### config.mk
export PLATFORM = sky130hd
export DESIGN_NAME = islip_scheduler
export DESIGN_NICKNAME = d
export VERILOG_FILES = /design/src/rtl/islip_pkg.sv /design/src/rtl/rr_arbiter.sv /design/src/rtl/islip_scheduler.sv
export SDC_FILE = /design/constraint.sdc
export NUM_CORES = 1
export LEC_CHECK = 0
export ABC_AREA = 1
export CORE_MARGIN = 10
export CORE_UTILIZATION = 50
export CTS_CLUSTER_SIZE = 14
export DETAILED_ROUTE_END_ITERATION = 10
export PLACE_DENSITY = 0.75
export SYNTH_ARGS = -nofsm -noshare
export SYNTH_HDL_FRONTEND = slang
export SYNTH_SLANG_ARGS = --single-unit
### constraint.sdc
create_clock -name clk -period 10.78 [get_ports clk]
set_input_delay 2.156 -clock clk [delete_from_list [all_inputs] [get_ports clk]]
set_output_delay 2.156 -clock clk [all_outputs]
set_load 0.005 [all_outputs]
### src/rtl/islip_pkg.sv
// Shared definitions for the iSLIP crossbar scheduler: FSM state encodings
// and the width helpers used to size pointers and counters.
package islip_pkg;

   typedef enum logic [2:0] {
      S_IDLE   = 3'd0,
      S_GRANT  = 3'd1,
      S_ACCEPT = 3'd2,
      S_ISSUE  = 3'd3,
      S_WAIT   = 3'd4
   } state_t;

   function automatic int unsigned clog2(input int unsigned v);
      int unsigned r;
      r = 0;
      for (int k = 0; k < 32; k++) begin
         r = ((64'd1 << k) < 64'(v)) ? 32'(k + 1) : r;
      end
      return r;
   endfunction

   // Never zero, so a single-entry pointer still gets a legal 1-bit vector.
   function automatic int unsigned ptr_w(input int unsigned n);
      return (n > 1) ? clog2(n) : 1;
   endfunction

endpackage

### src/rtl/rr_arbiter.sv
// Combinational programmable-priority round-robin arbiter: grants the first
// requester at or above ptr_i, wrapping to index 0 when none is found.
module rr_arbiter
   import islip_pkg::*;
#(
   parameter int N = 4
) (
   input  logic [N-1:0]          req_i,
   input  logic [ptr_w(N)-1:0]   ptr_i,
   output logic [N-1:0]          gnt_o
);

   localparam int W = ptr_w(N);

   logic [N-1:0] mask_s;
   logic [N-1:0] hi_s;
   logic [N-1:0] sel_s;
   logic         found_s;

   // Thermometer mask of indices at or above the priority pointer
   always_comb begin
      mask_s = '0;
      for (int k = 0; k < N; k++) begin
         mask_s[k] = (W'(k) >= ptr_i);
      end
   end

   assign hi_s  = req_i & mask_s;
   assign sel_s = (|hi_s) ? hi_s : req_i;

   // Lowest set bit of the selected half gives the wrapped round-robin pick
   always_comb begin
      gnt_o   = '0;
      found_s = 1'b0;
      for (int k = 0; k < N; k++) begin
         gnt_o[k] = sel_s[k] & ~found_s;
         found_s  = found_s | sel_s[k];
      end
   end

endmodule

### src/rtl/islip_scheduler.sv
// iSLIP crossbar scheduler: snapshots the VOQ request matrix, runs ITER
// request/grant/accept iterations, then issues one read per matched input.
module islip_scheduler
   import islip_pkg::*;
#(
   parameter int PORT = 8,
   parameter int ITER = 1
) (
   input  logic                 clk,
   input  logic                 reset,
   input  logic [PORT*PORT-1:0] i_req,
   output logic [PORT-1:0]      o_rd,
   output logic [PORT*PORT-1:0] o_rd_port,
   output logic [PORT*PORT-1:0] o_xbar,
   output logic                 o_busy
);

   localparam int PW = ptr_w(PORT);
   localparam int IW = ptr_w(ITER);

   state_t               state_q;
   logic [PORT*PORT-1:0] req_q;
   logic [PORT*PORT-1:0] gnt_q;      // [j*PORT+i]: output j grants input i
   logic [PORT*PORT-1:0] match_q;    // [i*PORT+j]: input i matched to output j
   logic [PORT*PW-1:0]   g_ptr_q;
   logic [PORT*PW-1:0]   a_ptr_q;
   logic [IW-1:0]        iter_q;
   logic [PORT-1:0]      rd_q;
   logic [PORT*PORT-1:0] rd_port_q;
   logic [PORT*PORT-1:0] xbar_q;
   logic                 busy_q;

   logic [PORT*PORT-1:0] greq_s;
   logic [PORT*PORT-1:0] gnt_s;
   logic [PORT*PORT-1:0] areq_s;
   logic [PORT*PORT-1:0] acc_s;
   logic [PORT*PORT-1:0] match_t_s;
   logic [PORT*PORT-1:0] match_d;
   logic [PORT*PORT-1:0] xbar_d;
   logic [PORT-1:0]      rd_d;
   logic [PORT-1:0]      in_m_s;
   logic [PORT-1:0]      out_m_s;
   logic [PORT*PW-1:0]   g_ptr_d;
   logic [PORT*PW-1:0]   a_ptr_d;

   function automatic logic [PW-1:0] ptr_inc(input int v);
      return (v >= PORT - 1) ? '0 : PW'(v + 1);
   endfunction

   for (genvar j = 0; j < PORT; j++) begin : g_port
      for (genvar i = 0; i < PORT; i++) begin : g_pair
         assign greq_s[j*PORT+i]    = req_q[i*PORT+j] & ~in_m_s[i] & ~out_m_s[j];
         assign areq_s[j*PORT+i]    = gnt_q[i*PORT+j] & ~in_m_s[j];
         assign match_t_s[j*PORT+i] = match_q[i*PORT+j];
         assign xbar_d[j*PORT+i]    = match_d[i*PORT+j];
      end
      assign out_m_s[j] = |match_t_s[j*PORT +: PORT];
      assign in_m_s[j]  = |match_q[j*PORT +: PORT];
      assign rd_d[j]    = |match_d[j*PORT +: PORT];

      rr_arbiter #(.N(PORT)) u_grant (
         .req_i (greq_s[j*PORT +: PORT]),
         .ptr_i (g_ptr_q[j*PW +: PW]),
         .gnt_o (gnt_s[j*PORT +: PORT])
      );

      // Instance j here is the accept arbiter of input j
      rr_arbiter #(.N(PORT)) u_accept (
         .req_i (areq_s[j*PORT +: PORT]),
         .ptr_i (a_ptr_q[j*PW +: PW]),
         .gnt_o (acc_s[j*PORT +: PORT])
      );
   end

   assign match_d = match_q | acc_s;

   // Pointer targets one past each accepted partner; unaccepted grants keep theirs
   always_comb begin
      g_ptr_d = g_ptr_q;
      a_ptr_d = a_ptr_q;
      for (int i = 0; i < PORT; i++) begin
         for (int j = 0; j < PORT; j++) begin
            g_ptr_d[j*PW +: PW] = acc_s[i*PORT+j] ? ptr_inc(i) : g_ptr_d[j*PW +: PW];
            a_ptr_d[i*PW +: PW] = acc_s[i*PORT+j] ? ptr_inc(j) : a_ptr_d[i*PW +: PW];
         end
      end
   end

   // Scheduling FSM with snapshot, grant/match state, pointers and outputs
   always_ff @(posedge clk or posedge reset) begin
      if (reset) begin
         state_q   <= S_IDLE;
         req_q     <= '0;
         gnt_q     <= '0;
         match_q   <= '0;
         g_ptr_q   <= '0;
         a_ptr_q   <= '0;
         iter_q    <= '0;
         rd_q      <= '0;
         rd_port_q <= '0;
         xbar_q    <= '0;
         busy_q    <= 1'b0;
      end else begin
         case (state_q)
            S_IDLE: begin
               if (|i_req) begin
                  req_q   <= i_req;
                  match_q <= '0;
                  gnt_q   <= '0;
                  iter_q  <= '0;
                  busy_q  <= 1'b1;
                  state_q <= S_GRANT;
               end else begin
                  busy_q  <= 1'b0;
                  state_q <= S_IDLE;
               end
            end
            S_GRANT: begin
               gnt_q   <= gnt_s;
               state_q <= S_ACCEPT;
            end
            S_ACCEPT: begin
               match_q <= match_d;
               // Only the first iteration moves pointers, which keeps them desynchronised
               if (iter_q == '0) begin
                  g_ptr_q <= g_ptr_d;
                  a_ptr_q <= a_ptr_d;
               end else begin
                  g_ptr_q <= g_ptr_q;
                  a_ptr_q <= a_ptr_q;
               end
               if (iter_q == IW'(ITER - 1)) begin
                  rd_q      <= rd_d;
                  rd_port_q <= match_d;
                  xbar_q    <= xbar_d;
                  state_q   <= S_ISSUE;
               end else begin
                  iter_q  <= iter_q + IW'(1);
                  state_q <= S_GRANT;
               end
            end
            S_ISSUE: begin
               rd_q      <= '0;
               rd_port_q <= '0;
               xbar_q    <= '0;
               state_q   <= S_WAIT;
            end
            S_WAIT: begin
               busy_q  <= 1'b0;
               state_q <= S_IDLE;
            end
            default: begin
               rd_q      <= '0;
               rd_port_q <= '0;
               xbar_q    <= '0;
               busy_q    <= 1'b0;
               state_q   <= S_IDLE;
            end
         endcase
      end
   end

   assign o_rd      = rd_q;
   assign o_rd_port = rd_port_q;
   assign o_xbar    = xbar_q;
   assign o_busy    = busy_q;

endmodule
======== Word level (Yosys, flattened, before mapping) ========
Cells that the tools add are included.
cells by class
  $add $sub $neg .......................... 1
  order comparisons ....................... 128
  eq/ne operators ......................... 6
  multiplexer cells ....................... 160
  bitwise gates (word level) .............. 547
  reduce and logical (&&, ||, !) cells .... 82
operators by type and width
  kind                                                                    number
  64-bit case mux with 2 select lines                                     4
  3-bit two-way mux                                                       127
  8-bit OR reduction                                                      40
  1-bit bitwise AND                                                       304
  3-bit >= comparator (first input constant)                              64
  64-bit two-way mux                                                      3
  8-bit two-way mux                                                       17
  1-bit NOT                                                               130
  8-bit bitwise AND                                                       16
  8-bit nonzero test                                                      16
  1-bit by 3-bit >= comparator with 1-bit output (first input constant)   32
  2-bit by 3-bit >= comparator with 1-bit output (first input constant)   32
  1-bit OR                                                                96
  64-bit OR                                                               1
  64-bit OR reduction                                                     1
  3-bit AND reduction                                                     16
  8-bit case mux with 2 select lines                                      1
  3-bit case mux with 4 select lines                                      1
  2-bit AND reduction                                                     4
  3-bit by 2-bit equality test with 1-bit output (second input constant)  2
  3-bit OR reduction                                                      2
  1-bit two-way mux                                                       4
  2-bit inequality test (second input constant)                           2
  1-bit case mux with 2 select lines                                      2
  other kinds (6)                                                         7
storage, ports and cells
  bits in registers ....................... 381
  input port bits ......................... 66

======== Longest topological paths before layout ========
Gate-level depths: netlist (run 1).
  depth in word-level cells ............... 22
  depth in mapped cells ................... 21
  depth with buffers taken out ............ 20

======== Cells and area by module ========
Synthesis (run 1) repeated with hierarchy kept, for this count alone.
second synthesis, totals
  cells, all modules ...................... 2706
  area total of the unflattened synthesis .. 20218.1 um^2
by module, submodules not included
  module           instances  cells an instance  area an instance (um^2)
  islip_scheduler  1          1906               15173.3
  rr_arbiter       16         50                 315.3

======== Worst setup path after synthesis (run 1) ========
OpenSTA, ideal clock, no wires.
  path kind ............................... input port to flip-flop
  start point ............................. input port i_req[26]
  end point ............................... register busy_q (netlist: o_busy)
  library setup time ...................... 0.140 ns
  arrival ................................. 3.781 ns
  required time ........................... 10.640 ns
  path slack .............................. 6.859 ns
  cell stages on the path ................. 9
  buffers on the path ..................... 2
  cells stage by stage .................... inv_1 nand3_1 nor3_1 nand3_1 or4_1 nand2_1 clkbuf_1 clkbuf_1 o31ai_1
between the ends
  word-level cells in the longest chain between the ends .. 3
ends and longest elaborated chain
  what                                RTL line                text
  from (decl)                         islip_scheduler.sv:11   input logic [PORT*PORT-1:0] i_req,
  64-bit OR reduction                 islip_scheduler.sv:106  if (|i_req) begin
  1-bit two-way mux                   islip_scheduler.sv:106
  1-bit case mux with 2 select lines  islip_scheduler.sv:104  case (state_q)
  to (signal assigned)                islip_scheduler.sv:102  busy_q <= 1'b0;
  to (signal assigned)                islip_scheduler.sv:111  busy_q <= 1'b1;
  to (signal assigned)                islip_scheduler.sv:114  busy_q <= 1'b0;
  to (decl)                           islip_scheduler.sv:31   logic busy_q;
No other way between the ends.
A chain may end at the register's enable or synchronous reset.

======== Final worst setup path (run 1) ========
  start point ............................. input port i_req[56]
  end point ............................... register gnt_q[57]
between the ends
  word-level cells in the longest chain between the ends .. 3
ends and longest elaborated chain
  what                                    RTL line                text
  64-bit OR reduction                     islip_scheduler.sv:106
  2-bit inequality test (no source line)  n/a
  2-bit AND reduction (no source line)    n/a
  to (signal assigned)                    islip_scheduler.sv:119  gnt_q <= gnt_s;
  to (decl)                               islip_scheduler.sv:23   logic [PORT*PORT-1:0] gnt_q;
No other way between the ends.

==> results of run 1 <==
power by group:
part	internal, uW	total [uW]	switching [uW]
Clock	798	1320	526
Combinational	975	3570	2590
Sequential	1370	1610	241
Total	3140	6500	3360
how the worst max path moves through the flow:
stage	startpoint	endpoint	slack, ns	depth (start not counted)
after floorplan	reset	a_ptr_q[0]$_DFFE_PP0P_	4.41	1
after global placement	i_req[48]	gnt_q[57]$_DFFE_PP0P_	5.04	11
after detailed placement	i_req[48]	gnt_q[57]$_DFFE_PP0P_	4.95	11
after CTS	i_req[48]	gnt_q[57]$_DFFE_PP0P_	5.55	11
after global routing	i_req[60]	gnt_q[12]$_DFFE_PP0P_	5.14	11
final	i_req[56]	gnt_q[57]$_DFFE_PP0P_	5.51	11
layout by cell type, fill, tap and decap left out, types with 18 or more instances in the layout:
| cell type | synthesis | final |
|---|---|---|
| nand2_2 | 17 | 18 |
| o21ai_1 | 40 | 40 |
| a21oi_1 | 71 | 71 |
| nand2_1 | 828 | 827 |
| nor2_2 | 20 | 21 |
| o22ai_1 | 32 | 32 |
| dfrtp_1 | 316 | 316 |
| nor3_1 | 41 | 39 |
| clkdlybuf4s50_1 | 0 | 202 |
| inv_1 | 311 | 309 |
| nor2_1 | 214 | 213 |
| nand3_1 | 202 | 202 |
| o21ai_0 | 161 | 161 |
| nand4_1 | 67 | 67 |
| buf_4 | 73 | 18 |
| clkbuf_16 | 0 | 37 |
| nor4_1 | 19 | 19 |
worst max-delay path, cell delays in order:
cell and delay [ns]:
clkdlybuf4s50_1 0.44, nor4_1 0.30, nand4_1 0.22, or4_1 0.46, nand2_2 0.07, buf_4 0.57, nand2_1 0.68, inv_1 0.19
buf_4 0.40, nand2_1 0.11, o31ai_1 0.09
kinds of logic after synthesis:
logic type,share of synthesized area (%)
DFF,42.5
buffers and inverters,10.9
AOI/OAI and AO/OA,11.5
and+or+nand+nor,35.2
sequential cells by signal (all words and copies together) (netlist names):
signal     count
req_q         64
state_q        3
o_rd_port     64
o_rd           8
gnt_q         64
o_busy         1
match_q       64
g_ptr_q       24
a_ptr_q       24
final cells by class:
type / count / area, um2 / area share [%]
clock buffer: 46 / 1030 / 4.71
clock inverter: 18 / 238 / 1.09
inverter: 325 / 1220 / 5.60
multi-input combinational: 1853 / 8700 / 39.8
sequential: 316 / 7910 / 36.2
tap: 468 / 586 / 2.68
timing repair buffer: 220 / 2160 / 9.88
cell usage after synthesis, drive strengths merged (2+ instances only):
master	number
a211oi	5
a21boi	2
a21o	8
a21oi	73
a31oi	12
a32o	2
and2	3
and3	4
buf	94
clkbuf	39
clkinv	2
dfrtp	316
inv	323
nand2	852
nand3	212
nand3b	12
nand4	72
nor2	247
nor3	44
nor3b	2
nor4	19
o211ai	4
o21a	3
o21ai	205
o21bai	14
o22ai	32
o31ai	8
o41ai	2
or2	6
or3	3
per-layer routing:
layer  share of wire [%]  vias up  global-route usage [%]
li1                    -     8735                       -
met1                  42     8607                    38.6
met2                  45      809                    46.0
met3                 7.9      148                    4.22
met4                 4.8        0                    14.1
met5                   0        -                       0
stage by stage:
step                      setup WS, ns  cells  utilization, %  cell area (um2)
final                             5.51   3246            59.5            21800
after global routing              5.14   3246            59.5            21800
after CTS                         5.55   3246            59.5            21800
after detailed placement          4.95   3182            56.1            20600
after global placement            5.04   3182            56.1            20600
after floorplan                   4.41   2627               -            18600
==> results.md, run 1 <==
- Outcome: finished clean
- YS warnings: 0
- Fmax: 190 MHz
- ANT cells: 0
- Die area: 45400 um2
- Crit path kind: input port to register
- TNS Setup: 0 ns
- Hold Path Class: register to register
- CTS Sinks: 316
- Residual DRC: 0
- Inserted Clock Buffers: 36
- Cells on worst reg2reg path: 13
- Post-synthesis instance area: 18600 um2
- Largest net degree at the start of global routing: 85
- Tcrit/Tclk final: 48.9%
- Pwr Total: 6500 uW
- CP endpoint kind: register
- Fin crit period: 5.27 ns
- Ys async rst share: 100%
- FF-to-FF Start: match_q[19]$_DFFE_PP0P_
- Hold path startpoint: o_rd[3]$_DFFE_PP0N_
- Post-CTS Setup Inserts: 0
- Area contributors post-synth: dfrtp_1 42%, nand2_1 17%, inv_1 6.3%
- Hold Path Sink: o_rd[3]$_DFFE_PP0N_
- Drt total wl: 66800 um
- Routability cong.: 0.994
- Layout fillers: 3445
- Maximum VDD drop: 0.157 mV
- Final slew viol count: 0
- Clock Skews: 0.0246 ns
- Chip height: 213 um
- Yosys top cell by area: dfrtp_1
- Die Wd: 213 um
- Worst Hold Depth: 2
- Share of the synthesized area in the top cell type: 42.5%
- Synth cell types: 57
- Grt total ovfl: 0
- Post-synthesis sequential area ratio: 42.5%
- Slew HR: 17.3%
- Synth Instances: 2627
- Clock latency on the worst-skew pair: 0.57 ns
- I/O Buffers: 202
- Leakage power: 0.0114 uW
- Setup slack, reg-to-reg: 7.02 ns
- RR Endpoint: gnt_q[31]$_DFFE_PP0P_
- Fin Hold WS: 0.494 ns
- Worst path arrival time: 5.74 ns
- DR vias/cell: 5.64
- CTS tree: built
- Mean post-synth cell area: 7.09 um2
- Initial antenna violation count: 1
- Clock tree buffer depth: 3
- Hold buffer count at cts: 0
- Final setup fails: 0
- Row Count: 70
- Detailed Place HPWL: 53000 um
- Post-synth EDFFs: 0
- Core region area: 36700 um2
- H-tree levels: 2
- Via count: 18.3k
- Startpoint Class: input port
- DR pass1 iterations: 6
- Synth Flop Type: dfrtp_1
- Area grow syn2layout: 17.3%
- Syn Nets: 2693
- Initial detailed-routing violation count: 1880
- Final hold vios: 0
- Fraction of layout instances using a drive strength above 1: 6.80%
- Vias in the first global route: 17.3k
- Gr usage total: 29.1%
- I/O pins: 203
- First-pass GRT wire length: 101000 um
- Root buf cell: clkbuf_16
- Initial Util: 50.8%
- ANT nets after route: 0
- Max-Cap Viols: 0
- Resized cells post-CTS: 0
- Flops & latches, synth: 316
- Wire length per cell: 20.6 um
- Worst-path maximum fanout: 77
- Worst-path clk slew: 0.06 ns
- RSZ-0062 raised after global routing: no
- P per Cell Area: 298 nW/um2
- Layout net count: 2818
- Data required time of the worst path: 11.25 ns
- Slew @ Worst Pin: 1.24 ns
No activity file was read; power rests on OpenSTA's default activity.
==> run 2: changes to the inputs <==
Clock period 10.78 ns to 4.83 ns, I/O delays scaled along.
==> run 2 against run 1 <==
Routed wire length fell by 0.77%. Total power up 120%. Global-route usage shrank 0.23 points. Setup slack got worse by 4.2 ns. Final area rose by 0.21%. Utilization rose by 0.13 points. Critical path depth fell by 1. Register-to-register slack worse by 5.7 ns. Clock skew decreased by 0.0078 ns. Sequential cell count did not move. Die area stayed put. Critical endpoint is now match_q[2]$_DFFE_PP0P_.
==> results.md, run 2 (same netlist as run 1, synthesis figures left out) <==
- Outcome: finished clean
- Residual DRC: 0
- Worst path max stage delay: 0.55 ns
- Max-Cap Viols: 0
- Detailed Place HPWL: 52000 um
- Root buf cell: clkbuf_16
- Gr usage total: 28.9%
- Hold Path Class: register to register
- Crit path top cell by count: nand3_1
- I/O pins: 203
- Layout net count: 2822
- Die Wd: 213 um
- Post-CTS Setup Inserts: 0
- DR vias/cell: 5.65
- Critical Path Slowest Stage Cell: or4_1
- Routability cong.: 1.02
- Fmax: 284 MHz
- Chip height: 213 um
- Tcrit/Tclk final: 72.9%
- Leakage power: 0.0114 uW
- Clock Skews: 0.0167 ns
- Die area: 45400 um2
- I/O Buffers: 202
- Clock tree buffer depth: 3
- Largest net degree at the start of global routing: 115
- Row Count: 70
- Drt total wl: 66200 um
- Slew @ Worst Pin: 1.02 ns
- Final setup fails: 0
- CP Depth: 10
- H-tree levels: 2
- DR pass1 iterations: 6
- P per Cell Area: 663 nW/um2
- Worst-path maximum fanout: 65
- Worst Hold Depth: 2
- Resized cells post-CTS: 0
- Via count: 18.4k
- CP Buf/Inv Count: 4
- Initial detailed-routing violation count: 1783
- TNS Setup: 0 ns
- Pwr Total: 14500 uW
- Clock latency on the worst-skew pair: 0.54 ns
- Initial antenna violation count: 2
- Slew HR: 31.8%
- Crit path cell chain: clkdlybuf4s50_1, inv_1, nand3_1, nor3_1, nand3_1, or4_1, nand2_2, inv_2, buf_12, o21ai_0
- Most frequent cells in the layout: 827 x nand2_1, 316 x dfrtp_1, 309 x inv_1
- Hold buffer count at cts: 0
- Area grow syn2layout: 17.5%
- Core region area: 36700 um2
- Fin crit period: 3.52 ns
- Wire length per cell: 20.4 um
- Startpoint Class: input port
- Vias in the first global route: 17.3k
- RSZ-0062 raised after global routing: no
- Commonest non-fill, non-tap cell in the layout: nand2_1
- Cells on worst reg2reg path: 16
- Data required time of the worst path: 5.28 ns
- Inserted Clock Buffers: 37
- First-pass GRT wire length: 101000 um
- Worst path arrival time: 3.97 ns
- Delay-heaviest family, CP: simple AND/OR/NAND/NOR gates
- Crit path kind: input port to register
- CTS tree: built
- Worst-path clk slew: 0.06 ns
- Maximum VDD drop: 0.300 mV
- Fraction of layout instances using a drive strength above 1: 6.80%
- ANT nets after route: 0
- Final hold vios: 0
- CP endpoint kind: register
- Grt total ovfl: 0
- Initial Util: 50.8%
- Final slew viol count: 0
- CTS Sinks: 316
## run 2: cell count changes in the layout (fill, tap and decap cells not counted), moves of 2 or more
cell,delta
buf_12,+5
clkbuf_16,+2
buf_4,-2
bufinv_16,-3
clkbuf_1,+3
## run 2: layout make-up
type                       instances  area (um2)
fill                            3398       14800
clock buffer                      51        1090
timing repair buffer             223        2240
clock inverter                    13         135
inverter                         325        1220
tap                              468         586
sequential                       316        7910
multi-input combinational       1853        8700
antenna                            1        2.50
## run 2: final timing paths
check | start | endpoint | slack (ns)
worst max-delay path | i_req[9] | match_q[2]$_DFFE_PP0P_ | 1.31
worst min register to register | req_q[33]$_DFFE_PP0P_ | req_q[33]$_DFFE_PP0P_ | 0.48
max in group asynchronous | reset | o_rd_port[56]$_DFFE_PP0N_ | 3.11
min in group asynchronous | reset | match_q[12]$_DFFE_PP0P_ | 0.79
worst max register to register | match_q[63]$_DFFE_PP0P_ | g_ptr_q[8]$_DFFE_PP0P_ | 1.34
worst min-delay path | req_q[33]$_DFFE_PP0P_ | req_q[33]$_DFFE_PP0P_ | 0.48
## run 2: per-layer routing
metal	vias up	GRT usage, %	routed length, um
li1	8736	-	-
met3	111	4.47	5590
met4	0	11.1	2520
met2	792	45.7	29900
met1	8719	39.1	28200
met5	-	0	0
## run 2: worst min-delay path: cells and delay by family (launching register included)
kind	cells	cell delay [ns]
DFF	1	0.34
and+or+nand+nor	2	0.11
## run 2: per-stage QoR
stage | utilization [%] | area [um2] | std cells | hold slack (ns) | worst slack (ns)
global route | 59.6 | 21900 | 3249 | 0.517 | 1.12
detailed placement | 56.3 | 20700 | 3185 | 0.475 | 0.786
floorplan | - | 18600 | 2627 | 0.449 | -0.347
global placement | 56.3 | 20700 | 3185 | 0.470 | 0.914
CTS | 59.6 | 21900 | 3249 | 0.490 | 1.33
finish | 59.6 | 21900 | 3250 | 0.484 | 1.31
## run 2: where the power goes
part	total, uW	internal, uW	switching [uW]	leakage [uW]
Clock	2830	1690	1140	0.000602
Sequential	3580	3060	523	0.00414
Combinational	8100	2220	5880	0.00667
==> run 3: changes to the inputs <==
Settings changed: PLACE_DENSITY 0.75 to 0.72.
Clock period 4.83 ns to 3.3 ns, I/O delays scaled along.
==> run 3 against run 2 <==
First-iteration DRC count up 2.2%. Non-clock buffer count increased by 92. Combinational power is 62% higher.
==> results.md, run 3 (same netlist as run 1, synthesis figures left out) <==
- Initial Util: 50.8%
- CTS Sinks: 316
- Residual DRC: 0
- DP Cell Count: 3277
- Vias in the first global route: 17.9k
- Crit path cell chain: nor2_1, nand2_1, nor2_1, buf_4, nand3_1, nand2_1, nor2_2, nand2_2, nand2_1, nand2_2, buf_4, nand2_1, nand2_1, nor2_1, a21oi_1, nand2_1, o22ai_1
- Slew HR: 29.3%
- Row Count: 70
- Clock latency on the worst-skew pair: 0.57 ns
- DR vias/cell: 5.64
- Worst path arrival time: 3.63 ns
- Busiest grt layer: met2
- CTS tree: built
- Largest net degree at the start of global routing: 126
- Slew @ Worst Pin: 1.06 ns
- Chip height: 213 um
- Grt total ovfl: 0
- Die area: 45400 um2
- Sequential cell area: 7910 um2
- Met3 Usage GRT: 4.94%
- Hold Path Class: input port to async pin
- Initial detailed-routing violation count: 1822
- Non-filler cells in the finished layout: 3342
- Hold buffer count at cts: 0
- CP endpoint kind: register
- Detailed Place HPWL: 54900 um
- Area grow syn2layout: 21.3%
- Critical Path Slowest Stage Cell: a21oi_1
- Most frequent cells in the layout: 825 x nand2_1, 316 x dfrtp_1, 309 x inv_1
- Layout net count: 2913
- Commonest non-fill, non-tap cell in the layout: nand2_1
- Core region area: 36700 um2
- Worst-path clk slew: 0.07 ns
- Pwr Total: 22400 uW
- Final slew viol count: 0
- Fmax: 318 MHz
- Inserted Clock Buffers: 36
- Gr usage total: 30.3%
- Maximum VDD drop: 0.685 mV
- Clock Skews: 0.0250 ns
- Routability cong.: 0.997
- Layout fillers: 3474
- Multi-input logic area: 8710 um2
- Worst-path maximum fanout: 20
- P per Cell Area: 993 nW/um2
- Max-Cap Viols: 0
- Crit path kind: register to register
- Data required time of the worst path: 3.78 ns
- Worst path max stage delay: 0.38 ns
- Fin Hold WS: 0.474 ns
- Fin crit period: 3.15 ns
- Final hold vios: 0
- Outcome: finished clean
- TNS Setup: 0 ns
- Cells on worst reg2reg path: 17
- Dpl ws: 0.224 ns
- Drt total wl: 69300 um
- Setup ws final: 0.153 ns
- I/O Buffers: 202
- RSZ-0062 raised after global routing: yes
- Root buf cell: clkbuf_16
- Leakage power: 0.0118 uW
- Final setup fails: 0
- Die Wd: 213 um
- Fraction of layout instances using a drive strength above 1: 9.60%
- Initial antenna violation count: 0
- Wire length per cell: 20.7 um
- Startpoint Class: register
- ANT cells: 0
- I/O pins: 203
- DR pass1 iterations: 6
- Met2 Use GR: 47.6%
- H-tree levels: 2
- Via count: 18.9k
- Clock tree buffer depth: 3
- Tcrit/Tclk final: 95.4%
- Met1 Resource Use GR: 40.6%
- Crit path top cell by count: nand2_1
- ANT nets after route: 0
- First-pass GRT wire length: 104000 um
run 3: changes by cell type in the layout (fill, tap and decap cells not counted), sizes merged:
cell | previous run | this run
inv | 323 | 322
clkinv | 10 | 8
clkinvlp | 3 | 2
buf | 21 | 113
diode | 1 | 0
clkbuf | 51 | 56
run 3: final timing paths:
path | from | end | slack (ns)
worst max-delay path | match_q[20]$_DFFE_PP0P_ | g_ptr_q[5]$_DFFE_PP0P_ | 0.15
worst min-delay path | reset | g_ptr_q[10]$_DFFE_PP0P_ | 0.47
worst max register to register | match_q[20]$_DFFE_PP0P_ | g_ptr_q[5]$_DFFE_PP0P_ | 0.15
worst min register to register | o_rd[3]$_DFFE_PP0N_ | o_rd[3]$_DFFE_PP0N_ | 0.48
max in group asynchronous | reset | req_q[44]$_DFFE_PP0P_ | 1.90
min in group clk | o_rd[3]$_DFFE_PP0N_ | o_rd[3]$_DFFE_PP0N_ | 0.48
run 3: through the flow:
step | utilization, % | cell area (um2)
6_report | 61.6 | 22600
5_1_grt | 61.6 | 22600
4_1_cts | 61.5 | 22600
3_5_place_dp | 58.3 | 21400
3_3_place_gp | 58.3 | 21400
2_1_floorplan | - | 18600
run 3: routing by layer:
metal,vias up,part of all wire (%)
met5,-,0
met1,8982,43
li1,8912,-
met3,142,8.0
met4,0,4.3
met2,824,45
run 3: worst max-delay path, delay by kind of cell (launching register included):
| kind | cells | cell delay (ns) |
|---|---|---|
| AO/OA/AOI/OAI | 2 | 0.53 |
| buffers and inverters | 2 | 0.48 |
| flip-flops | 1 | 0.37 |
| AND/OR/NAND/NOR | 13 | 1.67 |
run 3: where the power goes:
| group | internal, uW | leakage (uW) | switching, uW |
|---|---|---|---|
| combinational | 4150 | 0.00711 | 8950 |
| clock | 2400 | 0.000575 | 1690 |
| sequential | 4470 | 0.00414 | 778 |
run 3: what timing repair did:
action	4_1_cts	5_1_grt
gates resized for setup	0	3
setup endpoints to repair	0	8
buffers inserted	0	0
run 3: cell type report:
type | count | share of cell area (%)
multi-input cells | 1853 | 38.5
flip-flops and latches | 316 | 35.0
repair buffers | 315 | 13.2
inverters | 325 | 5.42
clock buffers | 56 | 4.73
well taps | 468 | 2.59
clock inverters | 9 | 0.515
